File: src/rtl/mem_wb_buffer_pkg.sv
// mem_wb_buffer_pkg: shared pipeline widths, zero-register constant and write-back entry type
package mem_wb_buffer_pkg;
    localparam int DATA_W = 32;
    localparam int REG_AW = 5;
    localparam logic [REG_AW-1:0] REG_ZERO = '0;
    typedef struct packed {
        logic              reg_write;
        logic [DATA_W-1:0] write_data;
        logic [REG_AW-1:0] write_reg;
    } wb_entry_t;
endpackage

File: src/rtl/wb_skid_reg.sv
// wb_skid_reg: generic two-entry valid/ready skid register (main = head, skid = overflow)
module wb_skid_reg #(
    parameter int W = 38
) (
    input  logic         clk,
    input  logic         rst,
    input  logic         flush,
    input  logic         in_valid,
    output logic         in_ready,
    input  logic [W-1:0] in_data,
    output logic         out_valid,
    input  logic         out_ready,
    output logic [W-1:0] out_data
);
    logic         main_valid_q, main_valid_d, skid_valid_q, skid_valid_d;
    logic [W-1:0] main_q, main_d, skid_q, skid_d;
    logic         accept, consume;
    always_comb begin
        in_ready     = !skid_valid_q && !rst;
        out_valid    = main_valid_q;
        out_data     = main_q;
        accept       = in_valid && in_ready;
        consume      = main_valid_q && out_ready;
        main_valid_d = main_valid_q;
        skid_valid_d = skid_valid_q;
        main_d       = main_q;
        skid_d       = skid_q;
        if (consume) begin
            main_valid_d = skid_valid_q || accept;
            main_d       = skid_valid_q ? skid_q : (accept ? in_data : main_q);
            skid_valid_d = 1'b0;
        end else if (accept) begin
            main_valid_d = 1'b1;
            skid_valid_d = main_valid_q;
            main_d       = main_valid_q ? main_q : in_data;
            skid_d       = main_valid_q ? in_data : skid_q;
        end
        if (flush) begin
            main_valid_d = 1'b0;
            skid_valid_d = 1'b0;
        end
    end
    always_ff @(posedge clk) begin
        if (rst) begin
            main_valid_q <= 1'b0;
            skid_valid_q <= 1'b0;
            main_q       <= '0;
            skid_q       <= '0;
        end else begin
            main_valid_q <= main_valid_d;
            skid_valid_q <= skid_valid_d;
            main_q       <= main_d;
            skid_q       <= skid_d;
        end
    end
endmodule

File: src/rtl/mem_wb_buffer.sv
// mem_wb_buffer: MEM/WB skid pipeline register with write-back select; MEM_WB_FWD_EN adds forwarding taps
module mem_wb_buffer
    import mem_wb_buffer_pkg::*;
#(
    parameter int DATA_W = mem_wb_buffer_pkg::DATA_W,
    parameter int REG_AW = mem_wb_buffer_pkg::REG_AW
) (
    input  logic              clk,
    input  logic              rst,
    input  logic              in_valid,
    output logic              in_ready,
    input  logic              in_reg_write,
    input  logic              in_mem_to_reg,
    input  logic [DATA_W-1:0] in_rd_data,
    input  logic [DATA_W-1:0] in_alu_result,
    input  logic [REG_AW-1:0] in_write_reg,
    input  logic              flush,
    output logic              out_valid,
    input  logic              out_ready,
    output logic              out_reg_write,
    output logic [DATA_W-1:0] out_write_data,
`ifdef MEM_WB_FWD_EN
    output logic [REG_AW-1:0] out_write_reg,
    output logic              fwd_en,
    output logic [REG_AW-1:0] fwd_reg,
    output logic [DATA_W-1:0] fwd_data
`else
    output logic [REG_AW-1:0] out_write_reg
`endif
);
    localparam int PW = 1 + DATA_W + REG_AW;
    logic [PW-1:0]     cap, head;
    logic [DATA_W-1:0] cap_data;
    logic              cap_we, head_we;
    always_comb begin
        cap_data = in_mem_to_reg ? in_rd_data : in_alu_result;
        cap_we   = in_reg_write && (in_write_reg != REG_AW'(REG_ZERO));
        cap      = {cap_we, cap_data, in_write_reg};
        {head_we, out_write_data, out_write_reg} = head;
        out_reg_write = out_valid && head_we;
    end
    wb_skid_reg #(.W(PW)) u_skid (
        .clk      (clk),
        .rst      (rst),
        .flush    (flush),
        .in_valid (in_valid),
        .in_ready (in_ready),
        .in_data  (cap),
        .out_valid(out_valid),
        .out_ready(out_ready),
        .out_data (head)
    );
`ifdef MEM_WB_FWD_EN
    assign fwd_en   = out_valid && out_reg_write;
    assign fwd_reg  = out_write_reg;
    assign fwd_data = out_write_data;
`endif
endmodule

File: config.mk
export PLATFORM = sky130hd
export DESIGN_NAME = mem_wb_buffer
export DESIGN_NICKNAME = d
export VERILOG_FILES = /design/src/rtl/mem_wb_buffer_pkg.sv /design/src/rtl/wb_skid_reg.sv /design/src/rtl/mem_wb_buffer.sv
export SDC_FILE = /design/constraint.sdc
export NUM_CORES = 1
export LEC_CHECK = 0
export ABC_CLOCK_PERIOD_IN_PS = 2000
export BUFFER_PORTS_ARGS = -buffer_cell sky130_fd_sc_hd__buf_4
export CAP_MARGIN = 0
export CORE_UTILIZATION = 35
export CTS_BUF_LIST = sky130_fd_sc_hd__clkbuf_2 sky130_fd_sc_hd__clkbuf_4 sky130_fd_sc_hd__clkbuf_8
export CTS_CLUSTER_DIAMETER = 60
export DETAILED_ROUTE_END_ITERATION = 6
export PLACE_DENSITY = 0.58
export SLEW_MARGIN = 25
export SYNTH_ARGS = -nofsm -noshare
export SYNTH_HDL_FRONTEND = slang
export SYNTH_HIERARCHICAL = 1
export SYNTH_SLANG_ARGS = --single-unit
export TNS_END_PERCENT = 50
File: constraint.sdc
create_clock -name clk -period 2 [get_ports clk]
set_clock_uncertainty 0.2 [all_clocks]
set_input_delay 0.2 -clock clk [delete_from_list [all_inputs] [get_ports clk]]
set_output_delay 0.2 -clock clk [all_outputs]
set_load 0.005 [all_outputs]
### Word level (Yosys, flattened, before mapping)

Index checks and enable logic that the tools add are counted.
Widths: inputs -> output; s select.

| storage, ports and cells | value |
|---|---|
| output and inout port bits | 40 |
| bits of input ports | 76 |
| word-level logic and storage cells | 29 |
| register bits after elaboration | 78 |

| cells by class | value |
|---|---|
| equal/unequal tests | 1 |
| mux-type cells | 8 |
| reduce and logical (&&, ||, !) cells | 15 |
| bitwise logic cells | 1 |

Operators by type and width:

| cell | number |
|---|---|
| $mux 38 | 5 |
| $mux 32 | 1 |
| $reduce_and 3->1 | 2 |
| $logic_and 1x1->1 | 5 |
| $reduce_bool 5->1 | 1 |
| $reduce_bool 2->1 | 2 |
| $reduce_or 3->1 | 1 |
| $logic_not 1->1 | 2 |
| $mux 1 | 2 |
| $ne 2x2->1 const B | 1 |
| $reduce_or 2->1 | 1 |
| $logic_or 1x1->1 | 1 |
| $not 1->1 | 1 |

### Depth between registers and ports, before layout

Gate-level depths: netlist (run 1).

| logic depth | value |
|---|---|
| depth after elaboration | 6 |
| mapped depth | 7 |
| mapped depth without buffers | 4 |

### By module

The synthesis (run 1) kept the hierarchy.

Modules (own cells, without submodules):

| module | sequential area each (um2) | cells each | area each (um2) | times used |
|---|---|---|---|---|
| wb_skid_reg | 1561.5 | 392 | 3134.3 | 1 |
| mem_wb_buffer | 0.0 | 39 | 409.1 | 1 |

### Worst setup path after synthesis (run 1)

OpenSTA, ideal clock, no wires.

| path | value |
|---|---|
| path type | register to register |
| from | register u_skid.main_valid_q, in the netlist u_skid/out_valid |
| to | register u_skid.skid_q[28] |
| arrival | 1.299 ns |
| path buffers | 2 |
| clock period less this slack | 1.631 ns |
| required time | 1.668 ns |
| cell stages (with the launch flop) | 7 |
| setup slack | 0.369 ns |
| setup time | 0.132 ns |
| cell sequence | dfxtp_1 > nand2_1 > or4_1 > buf_2 > buf_6 > nand2_1 > a21oi_1 |

| between the ends | value |
|---|---|
| cells in the longest elaborated chain, start to end | 3 |

Ends and longest elaborated chain:

| what | RTL line | text |
|---|---|---|
| start, declared | wb_skid_reg.sv:15 | `logic main_valid_q, main_valid_d, skid_valid_q, skid_valid_d;` |
| start signal, assigned | wb_skid_reg.sv:50 | `main_valid_q <= main_valid_d;` |
| $logic_and 1x1->1 | wb_skid_reg.sv:23 | `consume = main_valid_q && out_ready;` |
| $not 1->1 (no line) | n/a |  |
| $reduce_and 3->1 (no line) * | n/a |  |
| end signal, assigned | wb_skid_reg.sv:53 | `skid_q <= skid_d;` |
| end, declared | wb_skid_reg.sv:16 | `logic [W-1:0] main_q, main_d, skid_q, skid_d;` |

Mark *: on every way between the ends. The rest lies on a longest branch, timed or not.
A chain may end at the register's enable or synchronous reset.

### Worst setup path after layout (run 1)

| path | value |
|---|---|
| from | input port in_write_reg[3] |
| to | register u_skid.main_q[37], in the netlist u_skid/out_data[37] |

| between the ends | value |
|---|---|
| cells in the longest elaborated chain, start to end | 5 |
| elaborated cells between the ends (all ways) | 7 |
| those cells by class | 5 x mux; 2 x reduce/logical |

Ends and longest elaborated chain:

| what | RTL line | text |
|---|---|---|
| start, declared | mem_wb_buffer.sv:16 | `input logic [REG_AW-1:0] in_write_reg,` |
| $reduce_bool 5->1 * | mem_wb_buffer.sv:37 | `cap_we = in_reg_write && (in_write_reg != REG_AW'(REG_ZERO));` |
| $logic_and 1x1->1 * | mem_wb_buffer.sv:37 |  |
| net cap_we | mem_wb_buffer.sv:34 | `logic cap_we, head_we;` |
| $mux 38, on equally long branches | wb_skid_reg.sv:35, wb_skid_reg.sv:30 |  |
| $mux 38, on equally long branches | wb_skid_reg.sv:32, wb_skid_reg.sv:30 |  |
| $mux 38 * | wb_skid_reg.sv:28 | `if (consume) begin` |
| end signal, assigned | wb_skid_reg.sv:52 | `main_q <= main_d;` |
| end, declared | wb_skid_reg.sv:16 |  |

The timed path passes the listed nets; every way through them passes the cells marked *. The select of a mux whose other input is x is not followed.

==> results of run 1 <==
==> sequential cells by signal, indices dropped and copies added (netlist names) <==
register	flops
u_skid/out_data	38
u_skid/out_valid	1
u_skid/skid_q	38
u_skid/skid_valid_q	1
==> layout make-up <==
| cell class | instances | area [um^2] |
|---|---|---|
| Fill cell | 993 | 4980 |
| Multi-Input combinational cell | 315 | 1790 |
| Sequential cell | 78 | 1560 |
| Timing Repair Buffer | 134 | 1050 |
| Tap cell | 133 | 166 |
| Clock buffer | 10 | 138 |
| Clock inverter | 6 | 85.1 |
| Inverter | 1 | 3.75 |
==> synthesized netlist by cell type, drive strengths merged <==
cell type / count
nand2: 154
dfxtp: 78
nor2: 40
a21oi: 39
a311oi: 38
mux2: 32
buf: 24
clkbuf: 13
and2: 2
or4: 2
a2111oi: 1
a21boi: 1
a2bb2oi: 1
and3: 1
inv: 1
nand2b: 1
nor3: 1
nor4: 1
o21a: 1
==> metrics by stage <==
| step | hold WS [ps] | power (mW) | instances |
|---|---|---|---|
| floorplan | 79.3 | 1.96 | 431 |
| global placement | 180 | 2.21 | 653 |
| detailed placement | 187 | 2.22 | 653 |
| CTS | 13.6 | 3.53 | 677 |
| global route | 28.6 | 3.66 | 677 |
| finish | 25.0 | 3.48 | 677 |
==> what timing repair did <==
item	in CTS	in global routing
gates resized for setup	0	0
endpoints found under the setup margin	0	0
hold buffers	8	0
hold endpoints to repair	24	0
==> power breakdown <==
part / internal, mW / leakage, nW / switching (mW)
clock: 0.732 / 0.108 / 0.568
sequential: 1.62 / 0.636 / 0.0393
combinational: 0.301 / 1.16 / 0.224
==> final timing paths <==
path	from	to	slack, ps
setup reg to reg	u_skid/out_valid	u_skid/out_data[37]	260
setup / recovery	in_write_reg[3]	u_skid/out_data[37]	230
hold reg to reg	u_skid/skid_q[14]	u_skid/skid_q[14]	260
hold / removal	in_reg_write	u_skid/skid_q[37]	20
==> worst max-delay path, cell delays in order <==
cell           delay [ps]
dlygate4sd3_1         550
buf_4                 150
or4_1                 530
o21a_1                210
nand2_1                60
a311oi_1               90
==> kinds of logic (layout without fill, tap and decap cells) <==
| logic type | Yosys count | count (layout) | synth area share |
|---|---|---|---|
| muxes | 32 | 32 | 0.102 |
| buffers and inverters | 38 | 151 | 0.0600 |
| AOI/OAI and AO/OA | 81 | 81 | 0.178 |
| and+or+nand+nor | 202 | 202 | 0.220 |
| DFF | 78 | 78 | 0.441 |
==> metal layers <==
layer	routed length, um	vias to the layer above	share of wire	GRT usage
met5	0	-	0	0
met4	94	0	0.010	0.0451
met3	435	8	0.048	0.0508
met2	4390	69	0.49	0.303
met1	4130	1495	0.46	0.222
li1	-	1682	-	-
==> reports/qor.csv, run 1 <==
metric,value,unit
Post-DP Area,4490,um^2
largest net degree at the start of global routing,55,
Antenna Nets Post-Route,0,
number of global-route vias before repair,2986,
Worst Path Max Fanout,3,
Final Util,0.490,
fin worst setup slack,231,ps
post-CTS setup buffer count,0,
setup repair after global routing missed its margin,no,
CP Capture Type,register,
synthesized cell area,3540,um^2
Synth cell types,24,
I/O Buffers,115,
Arrival @ worst endpoint,1780,ps
Ports,116,
Peak VDD IR,393,uV
TritonCTS clock tree,done,
setup_tns,0,ps
DRT Pass-1 Iters,4,
Final Hold Vio Count,0,
Ys Warns,6,
Die W,103,um
most frequent cells in the layout,"nand2_1 (154), buf_4 (124), dfxtp_1 (78)",
Die Area,10500,um^2
Final #Nets,615,
final WL,9050,um
DRC Markers,0,
crit start category,input port,
"most common cell after layout, fill and taps aside",nand2_1,
Initial Util,0.363,
"worst slack, placed",260,ps
status,"complete, no violations",
Synth Register Bits,78,
hold path cells,4,
Reg2Reg Depth,5,
vias post-DR,3254,
Total Routing Usage GR,0.178,
leading area contributor after synthesis,dfxtp_1,
Slew HR,0.651,
Core Region,9770,um^2
total number of H-tree levels,3,
Tmin final,1770,ps
pwr dens,727,nW/um^2
TritonCTS Sinks,78,
routed vias/inst,4.81,
Die Y,103,um
Max Clock Freq,0.565,GHz
n_diodes,0,
Post-Syn Nets,507,
max_cap viols,0,
row count,36,
Root Driver,clkbuf_8,
Setup Viol. Count Final,0,
CP Class,input port to register,
share of cells above drive strength 1,0.340,
Area Overhead vs Synth,35.2,%
first-pass GRT wire length,14500,um
clock slew at reported path FFs,70,ps
Yosys top cell area share,0.441,
worst-case clock buffer depth,2,
WL per Instance,13.4,um
"Slew Viols, Final",0,
Worst-Skew Late Latency,340,ps
HPWL Detailed,5880,um
leakage power,1.90,nW
register area share after synthesis,0.441,
Worst EP required,2010,ps
DRT iter0 DRCs,142,
final instance area,4790,um^2
Hold Path Class,input port to register,
cells after synthesis,431,
actual slew at the worst max-slew pin,521,ps
initial antenna violation count,0,
Syn Area/Cell,8.22,um^2
synth top area cells,"dfxtp_1 (44%), nand2_1 (16%), mux2_2 (9.5%)",
GRT overflow,0,
Final Cycle Share,0.885,
Num CTS Buffers,9,
RePlAce Congestion,0.750,
Power figures use the tool's default switching activity.
==> inputs of run 2 (changes only) <==
Settings changed: RECOVER_POWER from default to 100.
==> reports/qor.csv, run 2 (same netlist as run 1, synthesis figures left out) <==
metric,value,unit,change
Num CTS Buffers,9,,unchanged
Worst EP required,1990,ps,-20 ps
Final Hold Vio Count,0,,unchanged
Initial Util,0.363,,unchanged
initial antenna violation count,0,,unchanged
final instance area,4760,um^2,-0.57%
final-layout fill cell count,998,,+0.50%
Antenna Nets Post-Route,0,,unchanged
most frequent cells in the layout,"nand2_1 (154), buf_4 (83), dfxtp_1 (78)",,
actual slew at the worst max-slew pin,780,ps,+258 ps
Final Util,0.487,,-0.00282
n_diodes,0,,unchanged
post-CTS setup buffer count,0,,unchanged
Root Driver,clkbuf_8,,
Max Clock Freq,0.554,GHz,-2.0%
setup_tns,0,ps,unchanged
multi-input combinational cell area,1790,um^2,unchanged
Hold Path Class,input port to register,,
"most common cell after layout, fill and taps aside",nand2_1,,
max incr delay on CP,430,ps,-120 ps
fin worst setup slack,194,ps,-36.5 ps
Slew HR,0.480,,-0.171
leakage power,1.86,nW,-2.3%
Crit path top cell by count,nand2_1,,
status,"complete, no violations",,
routed vias/inst,4.81,,about the same
Pwr Total,3.47,mW,-0.39%
reg2reg setup slack,190,ps,-70 ps
GRT overflow,0,,unchanged
first-pass GRT wire length,14500,um,unchanged
Ports,116,,unchanged
Tmin final,1810,ps,+36.5 ps
Area Overhead vs Synth,34.5,%,
crit start category,register,,
total number of H-tree levels,3,,unchanged
Peak VDD IR,394,uV,about the same
"worst slack, placed",260,ps,unchanged
Final Cycle Share,0.903,,+0.0182
DRT iter0 DRCs,164,,+15%
worst-case clock buffer depth,2,,unchanged
# placed instances,653,,unchanged
Die Y,103,um,unchanged
CTS resizes,0,,unchanged
largest net degree at the start of global routing,55,,unchanged
vias post-DR,3253,,-0.031%
I/O Buffers,115,,unchanged
Die Area,10500,um^2,unchanged
Total Routing Usage GR,0.178,,unchanged
CP Capture Type,register,,
pwr dens,729,nW/um^2,+0.19%
Finished Layout Cells,677,,unchanged
"Slew Viols, Final",0,,unchanged
RePlAce Congestion,0.750,,unchanged
HPWL Detailed,5880,um,unchanged
number of global-route vias before repair,2986,,unchanged
Worst-Skew Late Latency,340,ps,about the same
hold slack,25.5,ps,+0.513 ps
final WL,9040,um,about the same
TritonCTS Sinks,78,,unchanged
DRT Pass-1 Iters,4,,unchanged
share of cells above drive strength 1,0.327,,-0.0129
DRC Markers,0,,unchanged
Setup Viol. Count Final,0,,unchanged
Die W,103,um,unchanged
Buf/Inv on CP,1,,-1
Arrival @ worst endpoint,1800,ps,+20 ps
Crit-path slowest cell,or4_1,,
Post-DP Area,4490,um^2,unchanged
clock slew at reported path FFs,80,ps,about the same
Worst Path Max Fanout,21,,+18
TritonCTS clock tree,done,,
WL per Instance,13.4,um,about the same
row count,36,,unchanged
Final #Nets,615,,unchanged
cell breakdown of the critical path,nand2_1 > or4_1 > buf_2 > nand2_1 > a21oi_1,,
max_cap viols,0,,unchanged
CP Class,register to register,,
cts hold-fix bufs,8,,unchanged
setup repair after global routing missed its margin,no,,
Core Region,9770,um^2,unchanged
Reg area,1560,um^2,unchanged
CP top delay family,simple AND/OR/NAND/NOR gates,,
## run 2: power breakdown
| group | internal (mW) | total, mW | switching [mW] |
|---|---|---|---|
| sequential | 1.62 | 1.66 | 0.0377 |
| combinational | 0.289 | 0.513 | 0.224 |
| clock | 0.732 | 1.30 | 0.568 |
| total | 2.64 | 3.47 | 0.829 |
## run 2: worst paths after layout
kind	cells past startpoint	endpoint	startpoint
worst max-delay path	5	u_skid/skid_q[6]	u_skid/out_valid
worst min-delay path	4	u_skid/skid_q[37]	in_reg_write
worst max register to register	5	u_skid/skid_q[6]	u_skid/out_valid
worst min register to register	2	u_skid/skid_q[8]	u_skid/skid_q[8]
## run 2: area by class of cell
cell class              instances  share of cell area
clock inverters                 6              0.0179
well taps                     133              0.0349
repair buffers                134               0.215
multi-input cells             315               0.375
flip-flops and latches         78               0.328
inverters                       1            0.000788
clock buffers                  10              0.0289
## run 2: worst min-delay path: stages
cell and delay (ps):
buf_4 110, o21a_1 110, nand2_1 60, a21oi_1 50
## run 2: per-layer routing
metal / GRT usage / wire [um]
met5: 0 / 0
met4: 0.0451 / 92
met3: 0.0508 / 414
met2: 0.303 / 4370
met1: 0.222 / 4160
==> inputs of run 3 (changes only) <==
Settings changed: CELL_PAD_IN_SITES_DETAIL_PLACEMENT from default to 1, CELL_PAD_IN_SITES_GLOBAL_PLACEMENT from default to 1, CTS_CLUSTER_SIZE from default to 12, PLACE_DENSITY 0.58 to 0.78.
==> reports/qor.csv, run 3 (same netlist as run 1, synthesis figures left out) <==
metric,value,unit,change
"most common cell after layout, fill and taps aside",nand2_1,,
Worst Path Max Fanout,54,,+160%
Max Clock Freq,0.513,GHz,-7.5%
Initial Util,0.363,,unchanged
Num CTS Buffers,9,,unchanged
setup repair after global routing missed its margin,no,,
I/O Buffers,115,,unchanged
final WL,10200,um,+13%
Die Area,10500,um^2,unchanged
Arrival @ worst endpoint,2000,ps,+200 ps
Slew HR,0.505,,+0.0247
Final Cycle Share,0.975,,+0.0727
DRT Pass-1 Iters,4,,unchanged
leakage power,1.87,nW,+0.59%
Worst EP required,2050,ps,+60 ps
actual slew at the worst max-slew pin,742,ps,-37.1 ps
Final #Nets,619,,+0.65%
number of global-route vias before repair,3547,,+19%
max incr delay on CP,560,ps,+130 ps
Crit-path slowest cell,dlygate4sd3_1,,
Die W,103,um,unchanged
Root Driver,clkbuf_8,,
"Slew Viols, Final",0,,unchanged
DRC Markers,0,,unchanged
Worst-Skew Late Latency,350,ps,about the same
Hold Path Class,input port to register,,
Post-DP Area,4500,um^2,+0.22%
CP Capture Type,register,,
share of cells above drive strength 1,0.334,,+0.00674
Setup Viol. Count Final,0,,unchanged
Buf/Inv on CP,3,,+2
max_cap viols,0,,unchanged
clock slew at reported path FFs,80,ps,about the same
Antenna Nets Post-Route,0,,unchanged
pwr dens,707,nW/um^2,-2.9%
setup_tns,0,ps,unchanged
largest net degree at the start of global routing,65,,+18%
post-CTS setup buffer count,0,,unchanged
Area Overhead vs Synth,34.5,%,about the same
Peak VDD IR,321,uV,-19%
vias post-DR,3435,,+5.6%
final instance area,4770,um^2,about the same
CP top delay family,buffers and inverters,,
status,"complete, no violations",,
final-layout fill cell count,1213,,+22%
Ports,116,,unchanged
initial antenna violation count,0,,unchanged
Reg2Reg Depth,5,,unchanged
routed vias/inst,5.04,,+5.0%
most frequent cells in the layout,"nand2_1 (154), buf_4 (87), dfxtp_1 (78)",,
total number of H-tree levels,3,,unchanged
GRT overflow,0,,unchanged
TritonCTS clock tree,done,,
first-pass GRT wire length,16400,um,+13%
Core Region,9770,um^2,unchanged
CTS resizes,0,,unchanged
row count,36,,unchanged
Tmin final,1950,ps,+145 ps
hold path cells,3,,-1
cell breakdown of the critical path,dlygate4sd3_1 > buf_4 > nand2b_1 > a2bb2oi_4 > buf_12 > nor2_1 > a311oi_1,,
n_diodes,0,,unchanged
Worst path depth,7,,+2
reg2reg setup slack,170,ps,-20 ps
Total Routing Usage GR,0.202,,+0.0235
RePlAce Congestion,0.766,,+2.0%
WL per Instance,15.0,um,+12%
DRT iter0 DRCs,124,,-24%
Final Hold Vio Count,0,,unchanged
worst-case clock buffer depth,2,,unchanged
HPWL Detailed,7090,um,+21%
hold slack,50.4,ps,+24.9 ps
crit start category,input port,,
Die Y,103,um,unchanged
CP Class,input port to register,,
TritonCTS Sinks,78,,unchanged
run 3: changes by cell type in the layout (fill, tap and decap cells not counted), sizes merged:
cell / previous run / this run
buf: 86 / 88
bufinv: 2 / 1
clkbuf: 50 / 51
clkinvlp: 2 / 3
dlygate4sd3: 8 / 9
run 3: final timing paths:
| path | start | end |
|---|---|---|
| max | rst | u_skid/out_data[27] |
| min | in_valid | u_skid/skid_valid_q |
| max reg2reg | u_skid/out_valid | u_skid/out_data[27] |
| min reg2reg | u_skid/skid_q[26] | u_skid/skid_q[26] |
run 3: routing by layer:
layer | track usage | routed length (um) | vias to the layer above
li1 | - | - | 1693
met1 | 0.241 | 4490 | 1656
met2 | 0.358 | 5150 | 70
met3 | 0.0359 | 342 | 16
met4 | 0.0780 | 213 | 0
met5 | 0 | 0 | -
run 3: report_power, final:
part           total, mW  internal [mW]  leakage, nW  switching [mW]
logic              0.529          0.294         1.14           0.235
registers           1.66           1.62        0.636          0.0384
clock network       1.18          0.586       0.0917           0.596
total               3.37           2.50         1.87           0.869
run 3: layout make-up:
| cell class | instances | area, um^2 | share of cell area |
|---|---|---|---|
| Inverter | 1 | 3.75 | 0.000788 |
| Clock buffer | 10 | 131 | 0.0276 |
| Clock inverter | 6 | 62.6 | 0.0131 |
| Multi-Input combinational cell | 315 | 1790 | 0.375 |
| Timing Repair Buffer | 138 | 1050 | 0.221 |
| Tap cell | 133 | 166 | 0.0349 |
| Sequential cell | 78 | 1560 | 0.328 |
run 3: worst min-delay path, stage by stage:
cell and delay, ps:
buf_4 120, nand2_1 120, a2111oi_0 120
run 3: repair_timing:
item                                    4_1_cts  5_1_grt
endpoints found under the setup margin        0        3
hold endpoints to repair                     25        0
hold buffers                                  9        0
run 3: stage by stage:
| step | instances | power (mW) | utilization | setup slack, ps |
|---|---|---|---|---|
| 2_1_floorplan | 431 | 1.96 | - | 369 |
| 3_3_place_gp | 656 | 2.20 | 0.460 | 283 |
| 3_5_place_dp | 656 | 2.22 | 0.460 | 198 |
| 4_1_cts | 681 | 3.42 | 0.489 | 61.9 |
| 5_1_grt | 681 | 3.54 | 0.488 | 0.983 |
| 6_report | 681 | 3.37 | 0.488 | 49.0 |
